## config.mk

```make
export PLATFORM = sky130hd
export DESIGN_NAME = dram_refresh_flat
export DESIGN_NICKNAME = d
export VERILOG_FILES = /design/src/rtl/dram_pkg.sv /design/src/rtl/dram_refresh_if.sv /design/src/rtl/dram_refresh_timer.sv /design/src/rtl/dram_refresh.sv /design/src/flat_wrapper.sv
export SDC_FILE = /design/constraint.sdc
export NUM_CORES = 1
export LEC_CHECK = 0
export ABC_AREA = 1
export CORE_UTILIZATION = 53
export CTS_CLUSTER_DIAMETER = 60
export DETAILED_ROUTE_END_ITERATION = 8
export HOLD_SLACK_MARGIN = 0.08
export MAX_ROUTING_LAYER = met4
export PLACE_DENSITY = 0.83
export SLEW_MARGIN = 5
export SYNTH_ARGS = -nofsm -noshare
export SYNTH_HDL_FRONTEND = slang
export SYNTH_SLANG_ARGS = --single-unit
```

## constraint.sdc

```tcl
create_clock -name clk -period 5.9 [get_ports clk]
set_clock_uncertainty 0.05 [all_clocks]
set_input_delay 1.18 -clock clk [delete_from_list [all_inputs] [get_ports clk]]
set_output_delay 1.18 -clock clk [all_outputs]
set_load 0.005 [all_outputs]
```

## src/rtl/dram_pkg.sv

```systemverilog
// Shared DRAM definitions: refresh FSM encoding, default strobe timing and the
// idle strobe level used by both the refresh sequencer and the DRAM controller.
package dram_pkg;

    typedef enum logic [2:0] {
        ST_IDLE = 3'd0,
        ST_REQ  = 3'd1,
        ST_CAS  = 3'd2,
        ST_RAS  = 3'd3,
        ST_PRE  = 3'd4
    } ref_state_e;

    // 512 BCLKs at 33 MHz stays under the 15.6 us refresh period.
    localparam int unsigned REFRESH_CYCLES_DEF = 512;
    localparam int unsigned TCSR_CLKS_DEF      = 1;
    localparam int unsigned TRAS_CLKS_DEF      = 3;
    localparam int unsigned TRP_CLKS_DEF       = 2;
    localparam int unsigned MAX_PENDING_DEF    = 7;

    localparam logic [3:0] STROBE_IDLE = 4'hF;

    function automatic int unsigned max3(input int unsigned a, input int unsigned b,
                                         input int unsigned c);
        int unsigned m;
        m = (a > b) ? a : b;
        return (m > c) ? m : c;
    endfunction

endpackage

```

## src/rtl/dram_refresh_if.sv

```systemverilog
// Handshake and strobe bundle between the refresh sequencer (slave) and the
// DRAM controller (master), which merges the strobes with its own.
interface dram_refresh_if;

    logic       ref_gnt;
    logic       ref_req;
    logic       ref_busy;
    logic       ref_done;
    logic       ref_overrun;
    logic [3:0] nRAS;
    logic [3:0] nCAS;

    modport master (
        output ref_gnt,
        input  ref_req, ref_busy, ref_done, ref_overrun, nRAS, nCAS
    );

    modport slave (
        input  ref_gnt,
        output ref_req, ref_busy, ref_done, ref_overrun, nRAS, nCAS
    );

endinterface

```

## src/rtl/dram_refresh_timer.sv

```systemverilog
// Free-running refresh interval counter plus the saturating count of refreshes
// owed; overrun latches once a tick arrives with the counter already full.
module dram_refresh_timer
    import dram_pkg::*;
#(
    parameter int unsigned REFRESH_CYCLES = REFRESH_CYCLES_DEF,
    parameter int unsigned MAX_PENDING    = MAX_PENDING_DEF
) (
    input  logic clk,
    input  logic nRESET,
    input  logic start_i,
    output logic pending_nz_o,
    output logic overrun_o
);

    localparam int unsigned CNT_W  = (REFRESH_CYCLES > 1) ? $clog2(REFRESH_CYCLES) : 1;
    localparam int unsigned PEND_W = $clog2(MAX_PENDING + 1);

    localparam logic [CNT_W-1:0]  CNT_LAST = CNT_W'(REFRESH_CYCLES - 1);
    localparam logic [PEND_W-1:0] PEND_MAX = PEND_W'(MAX_PENDING);

    logic [CNT_W-1:0]  cnt_q, cnt_d;
    logic [PEND_W-1:0] pend_q, pend_d;
    logic              overrun_q, overrun_d;
    logic              tick;

    always_comb begin
        tick      = (cnt_q == CNT_LAST);
        cnt_d     = tick ? '0 : cnt_q + 1'b1;
        pend_d    = pend_q;
        overrun_d = overrun_q;
        // A tick and a start in the same clock cancel out.
        if (tick && !start_i) begin
            if (pend_q == PEND_MAX) begin
                overrun_d = 1'b1;
            end else begin
                pend_d = pend_q + 1'b1;
            end
        end else if (!tick && start_i && (pend_q != '0)) begin
            pend_d = pend_q - 1'b1;
        end
    end

    always_ff @(posedge clk or negedge nRESET) begin
        if (!nRESET) begin
            cnt_q     <= '0;
            pend_q    <= '0;
            overrun_q <= 1'b0;
        end else begin
            cnt_q     <= cnt_d;
            pend_q    <= pend_d;
            overrun_q <= overrun_d;
        end
    end

    assign pending_nz_o = (pend_q != '0);
    assign overrun_o    = overrun_q;

endmodule

```

## src/rtl/dram_refresh.sv

```systemverilog
// CAS-before-RAS refresh sequencer: requests an idle bus slot, then walks all
// nRAS/nCAS lines through CAS setup, RAS active and precharge while granted.
module dram_refresh
    import dram_pkg::*;
#(
    parameter int unsigned REFRESH_CYCLES = REFRESH_CYCLES_DEF,
    parameter int unsigned TCSR_CLKS      = TCSR_CLKS_DEF,
    parameter int unsigned TRAS_CLKS      = TRAS_CLKS_DEF,
    parameter int unsigned TRP_CLKS       = TRP_CLKS_DEF,
    parameter int unsigned MAX_PENDING    = MAX_PENDING_DEF
) (
    input  logic          clk,
    input  logic          nRESET,
    dram_refresh_if.slave bus
);

    if (REFRESH_CYCLES == 0 || TCSR_CLKS == 0 || TRAS_CLKS == 0 ||
        TRP_CLKS == 0 || MAX_PENDING == 0) begin : g_param_check
        $error("dram_refresh: all timing parameters must be non-zero");
    end

    localparam int unsigned PH_MAX = max3(TCSR_CLKS, TRAS_CLKS, TRP_CLKS);
    localparam int unsigned PH_W   = (PH_MAX > 1) ? $clog2(PH_MAX) : 1;

    localparam logic [PH_W-1:0] PH_CSR = PH_W'(TCSR_CLKS - 1);
    localparam logic [PH_W-1:0] PH_RAS = PH_W'(TRAS_CLKS - 1);
    localparam logic [PH_W-1:0] PH_RP  = PH_W'(TRP_CLKS - 1);

    ref_state_e      state_q;
    logic [PH_W-1:0] phase_q;
    logic            req_q;
    logic            busy_q;
    logic            done_q;
    logic [3:0]      nras_q;
    logic [3:0]      ncas_q;
    logic            start;
    logic            pending_nz;
    logic            overrun;

    assign start = (state_q == ST_REQ) && bus.ref_gnt;

    dram_refresh_timer #(
        .REFRESH_CYCLES (REFRESH_CYCLES),
        .MAX_PENDING    (MAX_PENDING)
    ) u_timer (
        .clk          (clk),
        .nRESET       (nRESET),
        .start_i      (start),
        .pending_nz_o (pending_nz),
        .overrun_o    (overrun)
    );

    // Every phase reloads the shared down-counter on entry and leaves at zero.
    always_ff @(posedge clk or negedge nRESET) begin
        if (!nRESET) begin
            state_q <= ST_IDLE;
            phase_q <= '0;
            req_q   <= 1'b0;
            busy_q  <= 1'b0;
            done_q  <= 1'b0;
            nras_q  <= STROBE_IDLE;
            ncas_q  <= STROBE_IDLE;
        end else begin
            done_q <= 1'b0;
            case (state_q)
                ST_IDLE: begin
                    if (pending_nz) begin
                        state_q <= ST_REQ;
                        req_q   <= 1'b1;
                    end
                end
                ST_REQ: begin
                    if (start) begin
                        state_q <= ST_CAS;
                        req_q   <= 1'b0;
                        busy_q  <= 1'b1;
                        ncas_q  <= 4'h0;
                        phase_q <= PH_CSR;
                    end
                end
                ST_CAS: begin
                    if (phase_q == '0) begin
                        state_q <= ST_RAS;
                        nras_q  <= 4'h0;
                        phase_q <= PH_RAS;
                    end else begin
                        phase_q <= phase_q - 1'b1;
                    end
                end
                ST_RAS: begin
                    if (phase_q == '0) begin
                        state_q <= ST_PRE;
                        nras_q  <= STROBE_IDLE;
                        ncas_q  <= STROBE_IDLE;
                        phase_q <= PH_RP;
                    end else begin
                        phase_q <= phase_q - 1'b1;
                    end
                end
                ST_PRE: begin
                    if (phase_q == '0) begin
                        busy_q <= 1'b0;
                        done_q <= 1'b1;
                        // Owed refreshes run back-to-back without an IDLE gap.
                        if (pending_nz) begin
                            state_q <= ST_REQ;
                            req_q   <= 1'b1;
                        end else begin
                            state_q <= ST_IDLE;
                        end
                    end else begin
                        phase_q <= phase_q - 1'b1;
                    end
                end
                default: begin
                    state_q <= ST_IDLE;
                    req_q   <= 1'b0;
                    busy_q  <= 1'b0;
                    nras_q  <= STROBE_IDLE;
                    ncas_q  <= STROBE_IDLE;
                end
            endcase
        end
    end

    assign bus.ref_req     = req_q;
    assign bus.ref_busy    = busy_q;
    assign bus.ref_done    = done_q;
    assign bus.ref_overrun = overrun;
    assign bus.nRAS        = nras_q;
    assign bus.nCAS        = ncas_q;

endmodule

```

## src/flat_wrapper.sv

```systemverilog
// flat-port wrapper written by rule: the top's interface ports become plain ports
module dram_refresh_flat import dram_pkg::*;
#(
    parameter int unsigned REFRESH_CYCLES = REFRESH_CYCLES_DEF,
    parameter int unsigned TCSR_CLKS      = TCSR_CLKS_DEF,
    parameter int unsigned TRAS_CLKS      = TRAS_CLKS_DEF,
    parameter int unsigned TRP_CLKS       = TRP_CLKS_DEF,
    parameter int unsigned MAX_PENDING    = MAX_PENDING_DEF
)
  (clk, nRESET, bus_ref_gnt, bus_ref_req, bus_ref_busy, bus_ref_done, bus_ref_overrun, bus_nRAS, bus_nCAS);
  dram_refresh_if bus_i ();
  input  logic clk;
  input  logic nRESET;
  input wire logic [$bits(bus_i.ref_gnt)-1:0] bus_ref_gnt;
  output wire logic [$bits(bus_i.ref_req)-1:0] bus_ref_req;
  output wire logic [$bits(bus_i.ref_busy)-1:0] bus_ref_busy;
  output wire logic [$bits(bus_i.ref_done)-1:0] bus_ref_done;
  output wire logic [$bits(bus_i.ref_overrun)-1:0] bus_ref_overrun;
  output wire logic [$bits(bus_i.nRAS)-1:0] bus_nRAS;
  output wire logic [$bits(bus_i.nCAS)-1:0] bus_nCAS;
  assign bus_i.ref_gnt = bus_ref_gnt;
  assign bus_ref_req = bus_i.ref_req;
  assign bus_ref_busy = bus_i.ref_busy;
  assign bus_ref_done = bus_i.ref_done;
  assign bus_ref_overrun = bus_i.ref_overrun;
  assign bus_nRAS = bus_i.nRAS;
  assign bus_nCAS = bus_i.nCAS;
  dram_refresh #(.REFRESH_CYCLES(REFRESH_CYCLES), .TCSR_CLKS(TCSR_CLKS), .TRAS_CLKS(TRAS_CLKS), .TRP_CLKS(TRP_CLKS), .MAX_PENDING(MAX_PENDING)) u_core (.clk(clk), .nRESET(nRESET), .bus(bus_i));
endmodule
```

==> impl.org <==
** Clock network
- Clock tree root driver cell :: sky130_fd_sc_hd__clkbuf_4
- Number of gates resized after cts :: 0
- The number of setup buffers added after CTS is 0.
- Hold repair after CTS inserted 0 buffers.
- In this run the number of H-tree levels came out at 1.
- Sink count of the clock tree :: 23
- CTS tree :: done
- The later pin in the worst-skew pair is clocked with a latency of ~0.3 ns.
- Num CTS Buffers :: 3
- Maximum buffer depth of the clock tree :: 2
- Clock slew at the register clock pins of the worst setup and hold paths :: 0.12 ns

** Die
- Area of the core region :: 2280 um2
- The initial utilization of the core area, before any placement, comes to 0.581.
- In this run the count of I/O pins placed on the die edge is 15.
- The die covers 2700 um2.
- Width of the chip :: 52.0 um
- Die outline height :: 52.0 um
- Standard-cell row count :: 17

** Worst setup path
- The worst setup path is captured at an output port.
- For this design, the slowest cell found on the critical path is sky130_fd_sc_hd__dfstp_2.
- Number of buffers and inverters on the critical path :: 1
- Number of stages on the worst setup path :: 1
- Beginning of the worst register-to-register path :: u_core.u_timer.cnt_q[0]
- Setup slack on the worst reg-to-reg path comes out at 3.46 ns.
- Endpoint of the worst setup timing path :: bus_nCAS[3]
- Critical Path Source :: u_core.bus.nCAS[2]
- The worst setup path is launched from a flop.
- Number of cells on the worst reg-to-reg path :: 14
- Worst flop-to-flop path endpoint :: u_core.u_timer.pend_q[2]
- Broken down by cell family, the worst path's largest delay share belongs to flip-flops.
- In this design, the stage delay of the slowest critical-path cell is 0.58 ns.
- Crit path DAT :: 1.39 ns
- The signal on the critical path passes through clkdlybuf4s50_1.
- For the worst setup path, the data required time is ~4.7 ns.
- The setup path with the least slack is of type flop to output port.
- Along the worst path, the maximum fanout reaches 5.

** Placement
- After legalization and detailed placement, the total HPWL measured 1.77 mm.
- At the end of routability-driven placement, the weighted congestion stood at 0.889.
- The placed instances occupy a cell area of 1430 um2.
- Port bufs :: 14

** Global routing
- Overall global routing resource usage :: 0.205
- The first global-routing pass estimated 3.96 mm of wire.
- Entering global routing, the biggest net connects 24 pins.
- The via count of the first global-routing pass was ~960.
- Final global-route overflow total :: 0
- Antenna violations before repair :: 0

** Power and ir drop
- Total chip power :: 0.232 mW
- PD cells :: approximately 160 nW/um2
- Summed over all cells, the static leakage comes to 0.733 nW.
- The worst-case IR drop observed on VDD is roughly 0.00016 V.

** Drt
- Remaining routing DRC violations :: 0
- In the final routed layout, each cell accounts on average for 11.8 um.
- Post-detailed-route count of antenna-violating nets :: 0
- Violation count after the first detailed-route iteration :: 22
- Wires add up to 2.27 mm.
- The first detailed-routing pass took 4 iterations.
- Detailed routing inserted a total of just over 1000 vias.
- In the routed layout, each cell is associated on average with a via count of between 5 and 6.

** STA
- FMAX :: between 0.3 and 0.4 GHz
- Total setup violations reported at the end of the flow :: 0
- Worst relative slew slack :: 0.320
- Worst-Margin Slew :: just over 1 ns
- On the final layout, the worst hold slack is about 0.44 ns.
- In the final timing run, aggregate negative setup slack is 0 ns.
- Final number of hold-violating endpoints :: 0
- RSZ-0062 raised after global routing :: false
- Fraction of the cycle the final worst path needs :: 0.444
- Final critical delay including setup and external delays :: 2.62 ns
- The max-slew violation total from the final report was 0.

** Finish
- Fillcell total :: 187
- Of the cells placed in the final design, the portion with a size suffix greater than 1 is 0.140.
- Relative to the synthesized area, the layout overhead comes to 9.84%.
- For this run, the post-layout net count is about 170.
- With fillers left out, the area of the finished cells amounts to 1450 um2.
- # diodes :: 0

** Flow run
- Across the run, the number of max-cap violations was 0.

** Synthesis
- Fraction of the yosys area taken by sequential cells :: 0.437
- The synthesized design contains 23 register bits.
- Post-Synthesis Cell Area :: 1320 um2
- Syn nets :: between 150 and 200
- After technology mapping, the gate count stands at 155.
- Post-Syn Area per Cell :: 8.53 um2
- Yosys Warn Count :: 0
- Synth unique cells :: 27

** Worst hold path
- The worst hold path belongs to the class flop to flop.

** Run status
- The run finished with clean final reports.
power by group:
part	total [mW]	switching (mW)	internal (mW)	leakage, nW
sequential	0.158	0	0.158	0.289
combinational	0.00466	0.00345	0.00121	0.426
clock	0.0701	0.0448	0.0253	0.0177
total	0.232	0.0483	0.184	0.733
cells in the mapped netlist:
cell,instances,area share
sky130_fd_sc_hd__dfrtp_1,21,0.40
sky130_fd_sc_hd__buf_2,1,0.0038
sky130_fd_sc_hd__nand3_2,3,0.023
sky130_fd_sc_hd__nand4_2,1,0.0095
sky130_fd_sc_hd__o21ai_0,12,0.045
sky130_fd_sc_hd__buf_4,6,0.034
sky130_fd_sc_hd__nor2_2,3,0.014
sky130_fd_sc_hd__inv_2,3,0.0085
sky130_fd_sc_hd__nor3b_1,1,0.0057
sky130_fd_sc_hd__a21oi_1,8,0.030
sky130_fd_sc_hd__nand3_1,10,0.038
sky130_fd_sc_hd__o21bai_1,1,0.0057
sky130_fd_sc_hd__buf_6,2,0.017
sky130_fd_sc_hd__xor2_1,2,0.013
sky130_fd_sc_hd__nand2_4,2,0.017
sky130_fd_sc_hd__nor2_1,15,0.043
sky130_fd_sc_hd__inv_1,15,0.043
sky130_fd_sc_hd__o22ai_1,1,0.0047
sky130_fd_sc_hd__nand4_1,5,0.024
sky130_fd_sc_hd__fa_1,1,0.015
sky130_fd_sc_hd__dfstp_2,2,0.040
sky130_fd_sc_hd__nand2_2,2,0.0095
sky130_fd_sc_hd__ha_1,5,0.047
sky130_fd_sc_hd__o21ai_1,2,0.0076
sky130_fd_sc_hd__nand2_1,28,0.079
sky130_fd_sc_hd__nand4_4,1,0.016
sky130_fd_sc_hd__inv_4,2,0.0095
layer usage:
metal | wire length, um | vias up | global-route usage
li1 | - | 518 | -
met1 | 975 | 480 | 0.239
met2 | 1120 | 34 | 0.340
met3 | 163 | 2 | 0.0497
met4 | 14 | 0 | 0.0766
met5 | 0 | - | -
how the worst min path moves through the flow:
stage / from / end / slack (ns) / cells past startpoint
floorplan: u_core.u_timer.cnt_q[0] / u_core.u_timer.cnt_q[0] / 0.38 / 1
global placement: u_core.u_timer.cnt_q[0] / u_core.u_timer.cnt_q[0] / 0.40 / 1
detailed placement: u_core.u_timer.overrun_o / u_core.u_timer.overrun_o / 0.42 / 1
CTS: u_core.u_timer.cnt_q[0] / u_core.u_timer.cnt_q[0] / 0.45 / 1
global route: u_core.u_timer.cnt_q[0] / u_core.u_timer.cnt_q[0] / 0.45 / 1
finish: u_core.u_timer.cnt_q[0] / u_core.u_timer.cnt_q[0] / 0.44 / 1
cell families (layout without fill, tap and decap cells):
family | count (synthesis) | in the layout | synth area share
and+or+nand+nor | 71 | 71 | 0.278
buffers and inverters | 29 | 38 | 0.115
AOI/OAI and AO/OA | 24 | 24 | 0.0937
DFF | 23 | 23 | 0.437
adders and majority gates | 6 | 6 | 0.0624
xor gates and xnor gates | 2 | 2 | 0.0132
layout make-up:
class                           count  area (um2)  area share
Multi-Input combinational cell    103         592       0.407
Sequential cell                    23         578       0.398
Timing Repair Buffer               14         140      0.0965
Inverter                           20        80.1      0.0551
Tap cell                           28        35.0      0.0241
Clock buffer                        3        22.5      0.0155
Clock inverter                      1        5.00     0.00345
cells in the final DEF (no fill, tap or decap):
| cell | n |
|---|---|
| sky130_fd_sc_hd__a21oi_1 | 8 |
| sky130_fd_sc_hd__clkbuf_4 | 3 |
| sky130_fd_sc_hd__clkdlybuf4s50_1 | 14 |
| sky130_fd_sc_hd__clkinv_2 | 1 |
| sky130_fd_sc_hd__dfrtp_1 | 21 |
| sky130_fd_sc_hd__dfstp_2 | 2 |
| sky130_fd_sc_hd__fa_1 | 1 |
| sky130_fd_sc_hd__ha_1 | 5 |
| sky130_fd_sc_hd__inv_1 | 15 |
| sky130_fd_sc_hd__inv_2 | 3 |
| sky130_fd_sc_hd__inv_4 | 2 |
| sky130_fd_sc_hd__nand2_1 | 28 |
| sky130_fd_sc_hd__nand2_2 | 2 |
| sky130_fd_sc_hd__nand2_4 | 2 |
| sky130_fd_sc_hd__nand3_1 | 10 |
| sky130_fd_sc_hd__nand3_2 | 3 |
| sky130_fd_sc_hd__nand4_1 | 5 |
| sky130_fd_sc_hd__nand4_2 | 1 |
| sky130_fd_sc_hd__nand4_4 | 1 |
| sky130_fd_sc_hd__nor2_1 | 15 |
| sky130_fd_sc_hd__nor2_2 | 3 |
| sky130_fd_sc_hd__nor3b_1 | 1 |
| sky130_fd_sc_hd__o21ai_0 | 12 |
| sky130_fd_sc_hd__o21ai_1 | 2 |
| sky130_fd_sc_hd__o21bai_1 | 1 |
| sky130_fd_sc_hd__o22ai_1 | 1 |
| sky130_fd_sc_hd__xor2_1 | 2 |
state kept, by name, indices dropped and copies added, names as in the netlist:
signal                    count
u_core.u_timer.pend_q         3
u_core.bus.ref_req            1
u_core.bus.nRAS               1
u_core.bus.ref_busy           1
u_core.bus.nCAS               1
u_core.phase_q                2
u_core.u_timer.cnt_q          9
u_core.bus.ref_done           1
u_core.u_timer.overrun_o      1
u_core.state_q                3
metrics by stage:
step                cells  setup slack, ns  utilization
floorplan             155             3.73            -
global placement      188             3.18        0.626
detailed placement    188             3.14        0.626
CTS                   192             3.26        0.638
global route          192             3.21        0.638
finish                192             3.28        0.638
(Power assumes the default switching activity.)
